$ cat src/rtl/oled_spi_rx.sv
//------------------------------------------------------------------------------
// +--------------------------------------------------------------------------+
// | Module   : oled_spi_rx                                                   |
// | Purpose  : Receive side of an SSD1306 4-wire SPI link. Oversamples the   |
// |            pins, deserialises command/data bytes (MSB first, sclk rise), |
// |            decodes the SSD1306 command subset and turns data bytes into  |
// |            framebuffer writes.                                           |
// | Ports    : clk, rst_n          system clock, async active-low reset      |
// |            i_sclk/i_sdin/i_cs/i_dc  SPI pins (sclk idles high, cs low)   |
// |            i_res_n             display reset pin, active low             |
// |            o_byte_valid/o_byte/o_byte_dc   received byte strobe          |
// |            o_fb_we/o_fb_addr/o_fb_data     framebuffer write port        |
// |            o_display_on/o_contrast/o_charge_pump   decoded settings      |
// |            o_frame_err         only with OLED_RX_FRAME_ERR_EN defined    |
// | Options  : OLED_RX_FRAME_ERR_EN adds a sticky partial-byte error flag.   |
// | Revision : 1.0  initial release                                          |
// +--------------------------------------------------------------------------+
`default_nettype none

module oled_spi_rx #(
  parameter int COLS   = 128,
  parameter int PAGES  = 8,
  parameter int ADDR_W = 10
) (
  input  logic              clk,
  input  logic              rst_n,
  input  logic              i_sclk,
  input  logic              i_sdin,
  input  logic              i_cs,
  input  logic              i_dc,
  input  logic              i_res_n,
  output logic              o_byte_valid,
  output logic [7:0]        o_byte,
  output logic              o_byte_dc,
  output logic              o_fb_we,
  output logic [ADDR_W-1:0] o_fb_addr,
  output logic [7:0]        o_fb_data,
  output logic              o_display_on,
  output logic [7:0]        o_contrast,
  output logic              o_charge_pump
`ifdef OLED_RX_FRAME_ERR_EN
  ,output logic             o_frame_err
`endif
);

  localparam int C_COL_W  = (COLS  > 1) ? $clog2(COLS)  : 1;
  localparam int C_PAGE_W = (PAGES > 1) ? $clog2(PAGES) : 1;
  localparam logic [C_COL_W-1:0]  C_COL_MAX  = C_COL_W'(COLS - 1);
  localparam logic [C_PAGE_W-1:0] C_PAGE_MAX = C_PAGE_W'(PAGES - 1);

  typedef enum logic [1:0] {
    ST_IDLE = 2'd0,
    ST_ARG1 = 2'd1,
    ST_ARG2 = 2'd2
  } state_t;

  // ---------------------------------------------------------------- front end
  logic r_sclk_meta, r_sclk_sync, r_sclk_prev;
  logic r_sdin_meta, r_sdin_sync;
  logic r_cs_meta,   r_cs_sync;
  logic r_dc_meta,   r_dc_sync;
  logic r_res_meta,  r_res_sync;

  // Synchronisers reset to the idle pin levels so no spurious edge is seen
  // leaving reset. The display reset sync starts asserted, which simply holds
  // the receiver in reset for two extra cycles after rst_n releases.
  always_ff @(posedge clk or negedge rst_n) begin
    if (!rst_n) begin
      r_sclk_meta <= 1'b1;
      r_sclk_sync <= 1'b1;
      r_sclk_prev <= 1'b1;
      r_sdin_meta <= 1'b0;
      r_sdin_sync <= 1'b0;
      r_cs_meta   <= 1'b1;
      r_cs_sync   <= 1'b1;
      r_dc_meta   <= 1'b0;
      r_dc_sync   <= 1'b0;
      r_res_meta  <= 1'b0;
      r_res_sync  <= 1'b0;
    end else begin
      r_sclk_meta <= i_sclk;
      r_sclk_sync <= r_sclk_meta;
      r_sclk_prev <= r_sclk_sync;
      r_sdin_meta <= i_sdin;
      r_sdin_sync <= r_sdin_meta;
      r_cs_meta   <= i_cs;
      r_cs_sync   <= r_cs_meta;
      r_dc_meta   <= i_dc;
      r_dc_sync   <= r_dc_meta;
      r_res_meta  <= i_res_n;
      r_res_sync  <= r_res_meta;
    end
  end

  logic w_srst;
  logic w_sclk_rise;
  logic w_byte_done;

  assign w_srst      = ~r_res_sync;
  assign w_sclk_rise = r_sclk_sync & ~r_sclk_prev;

  // ------------------------------------------------------------- deserialiser
  logic [6:0] r_shift;
  logic [2:0] r_bit_cnt;
  logic       r_byte_valid;
  logic [7:0] r_byte;
  logic       r_byte_dc;

  // The bit counter can only be 7 if cs was low on the previous rise, so a
  // final edge coinciding with cs going high still completes the byte.
  assign w_byte_done = w_sclk_rise && (r_bit_cnt == 3'd7);

  always_ff @(posedge clk or negedge rst_n) begin
    if (!rst_n) begin
      r_shift      <= '0;
      r_bit_cnt    <= '0;
      r_byte_valid <= 1'b0;
      r_byte       <= '0;
      r_byte_dc    <= 1'b0;
    end else if (w_srst) begin
      r_shift      <= '0;
      r_bit_cnt    <= '0;
      r_byte_valid <= 1'b0;
      r_byte       <= '0;
      r_byte_dc    <= 1'b0;
    end else begin
      r_byte_valid <= 1'b0;
      if (w_byte_done) begin
        r_byte       <= {r_shift, r_sdin_sync};
        r_byte_dc    <= r_dc_sync;
        r_byte_valid <= 1'b1;
        r_shift      <= '0;
        r_bit_cnt    <= '0;
      end else if (r_cs_sync) begin
        r_shift      <= '0;
        r_bit_cnt    <= '0;
      end else if (w_sclk_rise) begin
        r_shift      <= {r_shift[5:0], r_sdin_sync};
        r_bit_cnt    <= r_bit_cnt + 3'd1;
      end
    end
  end

`ifdef OLED_RX_FRAME_ERR_EN
  logic r_cs_prev;
  logic r_frame_err;

  // Flag cs deasserting with a partial byte in the shifter.
  always_ff @(posedge clk or negedge rst_n) begin
    if (!rst_n) begin
      r_cs_prev   <= 1'b1;
      r_frame_err <= 1'b0;
    end else if (w_srst) begin
      r_cs_prev   <= 1'b1;
      r_frame_err <= 1'b0;
    end else begin
      r_cs_prev <= r_cs_sync;
      if (r_cs_sync && !r_cs_prev && (r_bit_cnt != 3'd0) && !w_byte_done)
        r_frame_err <= 1'b1;
    end
  end

  assign o_frame_err = r_frame_err;
`endif

  // ------------------------------------------------------------- decoder FSM
  state_t r_state, w_state_next;
  logic   w_takes_arg;
  logic   w_is_cmd, w_is_arg1, w_is_arg2, w_is_data;
  logic [7:0] r_cmd;

  always_comb begin
    w_takes_arg = 1'b0;
    case (r_byte)
      8'h81, 8'h8D, 8'h20, 8'h21, 8'h22,
      8'hA8, 8'hD3, 8'hD5, 8'hD9, 8'hDB: w_takes_arg = 1'b1;
      default:                           w_takes_arg = 1'b0;
    endcase
  end

  always_ff @(posedge clk or negedge rst_n) begin
    if (!rst_n)      r_state <= ST_IDLE;
    else if (w_srst) r_state <= ST_IDLE;
    else             r_state <= w_state_next;
  end

  // A data byte always wins: it abandons any half-received command.
  always_comb begin
    w_state_next = r_state;
    w_is_cmd     = 1'b0;
    w_is_arg1    = 1'b0;
    w_is_arg2    = 1'b0;
    w_is_data    = 1'b0;
    if (r_byte_valid) begin
      if (r_byte_dc) begin
        w_is_data    = 1'b1;
        w_state_next = ST_IDLE;
      end else begin
        case (r_state)
          ST_IDLE: begin
            w_is_cmd = 1'b1;
            if (w_takes_arg) w_state_next = ST_ARG1;
          end
          ST_ARG1: begin
            w_is_arg1    = 1'b1;
            w_state_next = ((r_cmd == 8'h21) || (r_cmd == 8'h22)) ? ST_ARG2 : ST_IDLE;
          end
          ST_ARG2: begin
            w_is_arg2    = 1'b1;
            w_state_next = ST_IDLE;
          end
          default: w_state_next = ST_IDLE;
        endcase
      end
    end
  end

  // ---------------------------------------------------------------- datapath
  logic [C_COL_W-1:0]  r_col, r_col_start, r_col_end;
  logic [C_PAGE_W-1:0] r_page, r_page_start, r_page_end;
  logic [1:0]          r_mode;
  logic                r_display_on, r_charge_pump;
  logic [7:0]          r_contrast;
  logic                r_fb_we;
  logic [ADDR_W-1:0]   r_fb_addr;
  logic [7:0]          r_fb_data;

  logic [C_COL_W-1:0]  w_col_inc, w_col_adv;
  logic [C_PAGE_W-1:0] w_page_inc, w_page_adv;
  logic [ADDR_W-1:0]   w_fb_addr;

  // "Advance": end of window returns to start, otherwise step modulo size.
  // A start greater than end therefore wraps through zero.
  assign w_col_inc  = (r_col == C_COL_MAX) ? '0 : r_col + 1'b1;
  assign w_col_adv  = (r_col == r_col_end) ? r_col_start : w_col_inc;
  assign w_page_inc = (r_page == C_PAGE_MAX) ? '0 : r_page + 1'b1;
  assign w_page_adv = (r_page == r_page_end) ? r_page_start : w_page_inc;
  assign w_fb_addr  = ADDR_W'(r_page) * ADDR_W'(COLS) + ADDR_W'(r_col);

  always_ff @(posedge clk or negedge rst_n) begin
    if (!rst_n) begin
      r_cmd         <= '0;
      r_col         <= '0;
      r_col_start   <= '0;
      r_col_end     <= C_COL_MAX;
      r_page        <= '0;
      r_page_start  <= '0;
      r_page_end    <= C_PAGE_MAX;
      r_mode        <= 2'b10;
      r_display_on  <= 1'b0;
      r_charge_pump <= 1'b0;
      r_contrast    <= 8'h7F;
      r_fb_we       <= 1'b0;
      r_fb_addr     <= '0;
      r_fb_data     <= '0;
    end else if (w_srst) begin
      r_cmd         <= '0;
      r_col         <= '0;
      r_col_start   <= '0;
      r_col_end     <= C_COL_MAX;
      r_page        <= '0;
      r_page_start  <= '0;
      r_page_end    <= C_PAGE_MAX;
      r_mode        <= 2'b10;
      r_display_on  <= 1'b0;
      r_charge_pump <= 1'b0;
      r_contrast    <= 8'h7F;
      r_fb_we       <= 1'b0;
      r_fb_addr     <= '0;
      r_fb_data     <= '0;
    end else begin
      r_fb_we <= 1'b0;

      if (w_is_cmd) begin
        r_cmd <= r_byte;
        if (r_byte == 8'hAE) r_display_on <= 1'b0;
        if (r_byte == 8'hAF) r_display_on <= 1'b1;
      end

      if (w_is_arg1) begin
        case (r_cmd)
          8'h81: r_contrast    <= r_byte;
          8'h8D: r_charge_pump <= r_byte[2];
          8'h20: r_mode        <= r_byte[1:0];
          8'h21: begin
            r_col_start <= C_COL_W'(r_byte);
            r_col       <= C_COL_W'(r_byte);
          end
          8'h22: begin
            r_page_start <= C_PAGE_W'(r_byte);
            r_page       <= C_PAGE_W'(r_byte);
          end
          default: ;  // argument of a command we do not model
        endcase
      end

      if (w_is_arg2) begin
        if (r_cmd == 8'h21) r_col_end  <= C_COL_W'(r_byte);
        if (r_cmd == 8'h22) r_page_end <= C_PAGE_W'(r_byte);
      end

      if (w_is_data) begin
        r_fb_we   <= 1'b1;
        r_fb_addr <= w_fb_addr;
        r_fb_data <= r_byte;
        case (r_mode)
          2'b00: begin
            r_col <= w_col_adv;
            if (r_col == r_col_end) r_page <= w_page_adv;
          end
          2'b01: begin
            r_page <= w_page_adv;
            if (r_page == r_page_end) r_col <= w_col_adv;
          end
          default: r_col <= w_col_adv;
        endcase
      end
    end
  end

  assign o_byte_valid  = r_byte_valid;
  assign o_byte        = r_byte;
  assign o_byte_dc     = r_byte_dc;
  assign o_fb_we       = r_fb_we;
  assign o_fb_addr     = r_fb_addr;
  assign o_fb_data     = r_fb_data;
  assign o_display_on  = r_display_on;
  assign o_contrast    = r_contrast;
  assign o_charge_pump = r_charge_pump;

endmodule

`default_nettype wire

$ cat config.mk
export PLATFORM = sky130hd
export DESIGN_NAME = oled_spi_rx
export DESIGN_NICKNAME = d
export VERILOG_FILES = /design/src/rtl/oled_spi_rx.sv
export SDC_FILE = /design/constraint.sdc
export NUM_CORES = 1
export LEC_CHECK = 0
export ABC_CLOCK_PERIOD_IN_PS = 5550
export CAP_MARGIN = 20
export CORE_ASPECT_RATIO = 1.75
export CORE_MARGIN = 5
export CORE_UTILIZATION = 41
export CTS_BUF_LIST = sky130_fd_sc_hd__clkbuf_8
export CTS_CLUSTER_DIAMETER = 80
export CTS_CLUSTER_SIZE = 20
export DETAILED_ROUTE_END_ITERATION = 10
export GPL_ROUTABILITY_DRIVEN = 0
export PLACE_DENSITY_LB_ADDON = 0.05
export SLEW_MARGIN = 20
export SYNTH_ARGS = -nofsm -noshare
export SYNTH_HDL_FRONTEND = slang
export SYNTH_SLANG_ARGS = --single-unit
$ cat constraint.sdc
create_clock -name clk -period 5.55 [get_ports clk]
set_input_delay 1.665 -clock clk [delete_from_list [all_inputs] [get_ports clk]]
set_output_delay 1.665 -clock clk [all_outputs]
set_load 0.01 [all_outputs]
==> flow_results.org <==
** Run status
- The run finished with clean final reports.

** Final layout
- Post-route standard cell area excluding fillers :: around 5500 µm²
- The count of cells in the finished layout, fillers not included, comes to 630.
- In the final design database the tool counted about 500 nets.
- Fraction of layout cells with a size suffix above 1 :: 0.117
- The filler cells instantiated in the layout total 1,113.
- 0 antenna diodes ended up in the layout.
- Area delta synth->final :: 14.9%

** Critical path
- Largest stage delay, worst path :: 0.74 ns
- The most critical setup path has its endpoint at o_byte[1].
- In this run the worst path has a maximum fanout of 16.
- Arrival time of the worst setup path :: between 1.5 and 2 ns
- In this run the number of cells on the critical path is 1.
- Critical Path Start Type :: flop
- Sort of element at the end of the critical path :: primary output
- Buf+Inv Stages, Crit Path :: 1
- For flop-to-flop paths, the worst setup slack is approximately 3.3 ns.
- In this run the worst setup path begins at o_byte[1].
- Ordered list of cells on the worst path :: clkdlybuf4s50_1
- Top cell family by delay on the critical path :: flip-flops
- RR Endpoint :: r_bit_cnt[0]
- Count of cells along the worst register-to-register path :: 3
- Slowest cell on the critical path :: sky130_fd_sc_hd__dfrtp_1
- Worst r2r src :: r_sclk_sync
- Required time at the endpoint of the critical path :: 3.88 ns
- Category of the most critical setup path :: flop to primary output

** Floorplanning
- After floorplanning, the core was divided into 52 placement rows.
- The floorplan step defined a core boundary enclosing ~12,000 µm².
- Vertical extent of the die :: 153 µm
- Width of the chip :: 91.7 µm
- DIE AREA :: 14,000 µm²
- During I/O placement, the number of pins put on the boundary was 46.
- For this configuration, the core starts out at a cell density of 0.416.

** Logic synthesis
- Number of distinct library cell variants in the gate-level netlist after synthesis :: 51
- Synthesis produced a netlist whose cell count is 461.
- Post-synthesis instance area :: 4790 µm²
- Top cells by area, synth :: sky130_fd_sc_hd__dfrtp_1 (41%), sky130_fd_sc_hd__dfstp_2 (13%), sky130_fd_sc_hd__mux2i_1 (7.3%)
- During synthesis, Yosys emitted a total of 0 warnings.
- Syn_area_per_cell :: 10.4 µm²
- Biggest area consumer among synthesized cells :: sky130_fd_sc_hd__dfrtp_1
- Synthesized flop and latch total :: 102
- Area fraction of the dominant cell type after synthesis :: 0.412
- Synthesized net count :: ~470
- Share of the yosys chip area belonging to registers :: 0.539

** CTS
- Clock tree from TritonCTS :: done
- CTS sink cnt :: 102
- CTS Root Buffer Type :: sky130_fd_sc_hd__clkbuf_8
- Htree depth :: 3
- Clk_lat worst skew :: 0.37 ns
- Clock transition time at the flip-flop clock pins of the worst setup and hold paths :: 0.11 ns
- No sink is reached through more buffers than the 2 on the longest clock path.
- Count of buffers added by post-CTS timing repair for setup :: 0
- Quantity of hold-fixing buffers added after cts :: 0
- Count of cells resized by post-cts repair :: 0
- Number of buffers created by CTS :: 9

** Global route
- The first global-routing pass estimated 19,500 µm of wire.
- After global routing the overflow that remains totals 0.
- Entering global routing, the biggest net connects 75 pins.
- Number of antenna violations at the first check in global routing :: 0
- Across every metal layer, demand over resource in global routing totals 0.178.
- Number of global-route vias before repair :: 3,557

** Pwr
- Internal Power :: 0.000979 W
- In this run the power density over the cells is about 230 nW/µm².
- The worst-case IR drop observed on VDD is between 0.15 and 0.2 mV.
- Proportion of power drawn by the clock network :: 0.376
- Total net switching power :: 0.000315 W
- Combinational fraction of design power :: 0.034
- Power share of the sequential group :: 0.590
- Of the total power, the share spent switching nets is 0.243.
- The analysis attributes to cell leakage a power of 2.46 nW.

** STA
- Setup repair after global routing left no endpoint under its margin.
- Maximum frequency from static timing analysis :: 292 MHz
- Setup violations remaining at the end of the flow were counted as 0.
- Post-route setup TNS :: 0 ns
- The number of pins exceeding their max-slew limit in the final report came to 0.
- Between clock sinks in the finished design, the worst skew comes to ~0.014 ns.
- In this run the tightest slew margin relative to its limit is 0.366.
- Slew at the pin with the worst max-slew slack :: 0.950 ns
- Hold violation total from the final report :: 0
- Setup slack closes at approximately 2.1 ns.
- Of the available clock period, the critical path in the final layout requires 0.616.
- Min Clock Period, post-route :: 3.42 ns

** Drt
- Wires add up to between 10,000 and 15,000 µm.
- Detailed router's first-iteration violation count :: 94
- Vias post-DR :: 3,459
- Ratio of routed vias to standard cells :: 5.49
- Post-route DRC violation count :: 0
- Post-detailed-route wirelength per cell :: 18.7 µm
- Length of the first detailed-routing pass in iterations :: 4
- Detail Route Antenna Nets :: 0

** Place
- Placed Instance Area :: about 5300 µm²
- Timing analysis after detailed placement gives a worst setup slack of between 2 and 3 ns.
- Port buffering added 45 buffers.
- After legalization and detailed placement, the total HPWL measured 8070 µm.
- In this run, placement finished with an instance count of 614.

** Run
- Across the run, the number of max-cap violations was 0.

** Min path
- Hold Path Class :: flop to flop
## layout make-up
type	instances	area (µm²)	share of cell area
multi-input cells	324	2060	0.375
repair buffers	49	478	0.0868
well taps	135	169	0.0307
flip-flops and latches	102	2580	0.469
clock inverters	7	78.8	0.0143
inverters	4	15.0	0.00273
clock buffers	9	124	0.0225
## power by group through the flow
stage	Combinational, W	Clock, W	Sequential [W]
final	0.0000441	0.000487	0.000763
after global routing	0.0000510	0.000534	0.000766
after CTS	0.0000461	0.000503	0.000763
after detailed placement	0.0000461	0	0.000777
after global placement	0.0000451	0	0.000777
after floorplan	0.0000286	0	0.000769
## sequential cells by signal, indices dropped and copies added, names as in the netlist, 3 cells and up
register      count
o_contrast        8
o_fb_data         8
r_page_start      3
o_byte            8
r_shift           7
r_page_end        3
r_col_start       7
r_bit_cnt         3
r_col             7
o_fb_addr        10
r_col_end         7
r_cmd             8
r_page            3
## worst min path at each step
stage	start	endpoint	cells after the start
after global routing	r_sclk_meta	r_sclk_sync	0
after detailed placement	r_sdin_meta	r_sdin_sync	0
after floorplan	r_dc_meta	r_dc_sync	0
after global placement	r_sdin_meta	r_sdin_sync	0
after CTS	r_sdin_meta	r_sdin_sync	0
final	r_sdin_meta	r_sdin_sync	0
## cell usage in the layout, fill, tap and decap left out, types with 2 or more instances in the layout
cell,instances
sky130_fd_sc_hd__a32oi_1,5
sky130_fd_sc_hd__dfrtp_1,79
sky130_fd_sc_hd__a311oi_1,4
sky130_fd_sc_hd__mux2i_1,35
sky130_fd_sc_hd__o21ai_1,3
sky130_fd_sc_hd__nand3_1,17
sky130_fd_sc_hd__inv_1,4
sky130_fd_sc_hd__dfstp_2,23
sky130_fd_sc_hd__ha_1,5
sky130_fd_sc_hd__nor2_1,29
sky130_fd_sc_hd__a21oi_1,44
sky130_fd_sc_hd__and2_1,3
sky130_fd_sc_hd__nand2_1,93
sky130_fd_sc_hd__mux2_2,4
sky130_fd_sc_hd__nand4_1,2
sky130_fd_sc_hd__clkdlybuf4s50_1,44
sky130_fd_sc_hd__xnor2_1,8
sky130_fd_sc_hd__nor2b_1,5
sky130_fd_sc_hd__inv_6,2
sky130_fd_sc_hd__buf_4,5
sky130_fd_sc_hd__mux2_1,5
sky130_fd_sc_hd__o21ai_0,3
sky130_fd_sc_hd__clkinvlp_4,2
sky130_fd_sc_hd__clkbuf_8,9
sky130_fd_sc_hd__a22o_1,9
sky130_fd_sc_hd__xor2_1,8
sky130_fd_sc_hd__nor3b_4,2
sky130_fd_sc_hd__or3_1,3
sky130_fd_sc_hd__nor4b_1,2
sky130_fd_sc_hd__nor3_1,4
sky130_fd_sc_hd__nand2b_1,3
sky130_fd_sc_hd__and3_1,8
## per-layer routing
layer,GRT usage,share of wire,up-vias
met5,0,0,-
met4,0.0652,0.022,0
met3,0.0261,0.026,13
met2,0.323,0.55,73
met1,0.209,0.40,1725
li1,-,-,1648
## synth_stat cells, drive strengths merged
| library cell | number |
|---|---|
| nand4b | 1 |
| and4b | 1 |
| dfrtp | 79 |
| a211oi | 1 |
| and3b | 1 |
| clkbuf | 18 |
| nand2b | 3 |
| nor4b | 3 |
| mux2 | 9 |
| nand4 | 4 |
| a21oi | 44 |
| and4 | 1 |
| nand2 | 93 |
| o21ai | 6 |
| a2bb2oi | 1 |
| xnor2 | 8 |
| a32oi | 5 |
| mux2i | 35 |
| nor2b | 5 |
| and4bb | 1 |
| dfstp | 23 |
| a311oi | 4 |
| a21o | 1 |
| nor3b | 3 |
| o211ai | 1 |
| or3 | 3 |
| a41o | 1 |
| and3 | 8 |
| ha | 5 |
| nand3 | 18 |
| xor2 | 8 |
| a22o | 9 |
| nor2 | 29 |
| inv | 4 |
| a31oi | 1 |
| a41oi | 2 |
| buf | 13 |
| nor3 | 5 |
| nor4 | 1 |
| and2 | 3 |
## kinds of logic (layout without fill, tap and decap cells)
family                     after synthesis  count (layout)  synth area share
adders and majority gates                5               5            0.0131
muxes                                   44              44            0.0942
AOI/OAI and AO/OA                       76              76             0.100
DFF                                    102             102             0.539
xor gates and xnor gates                16              16            0.0292
and+or+nand+nor                        183             183             0.194
buffers and inverters                   35              69            0.0311
## stage by stage
stage / hold slack [ns] / total power [W] / util
4_1_cts: 0.361 / 0.00131 / 0.478
6_report: 0.359 / 0.00129 / 0.478
2_1_floorplan: 0.331 / 0.000797 / -
3_3_place_gp: 0.332 / 0.000822 / 0.461
3_5_place_dp: 0.335 / 0.000823 / 0.461
5_1_grt: 0.367 / 0.00135 / 0.478
Note: power is estimated with default switching activity, not from simulation.
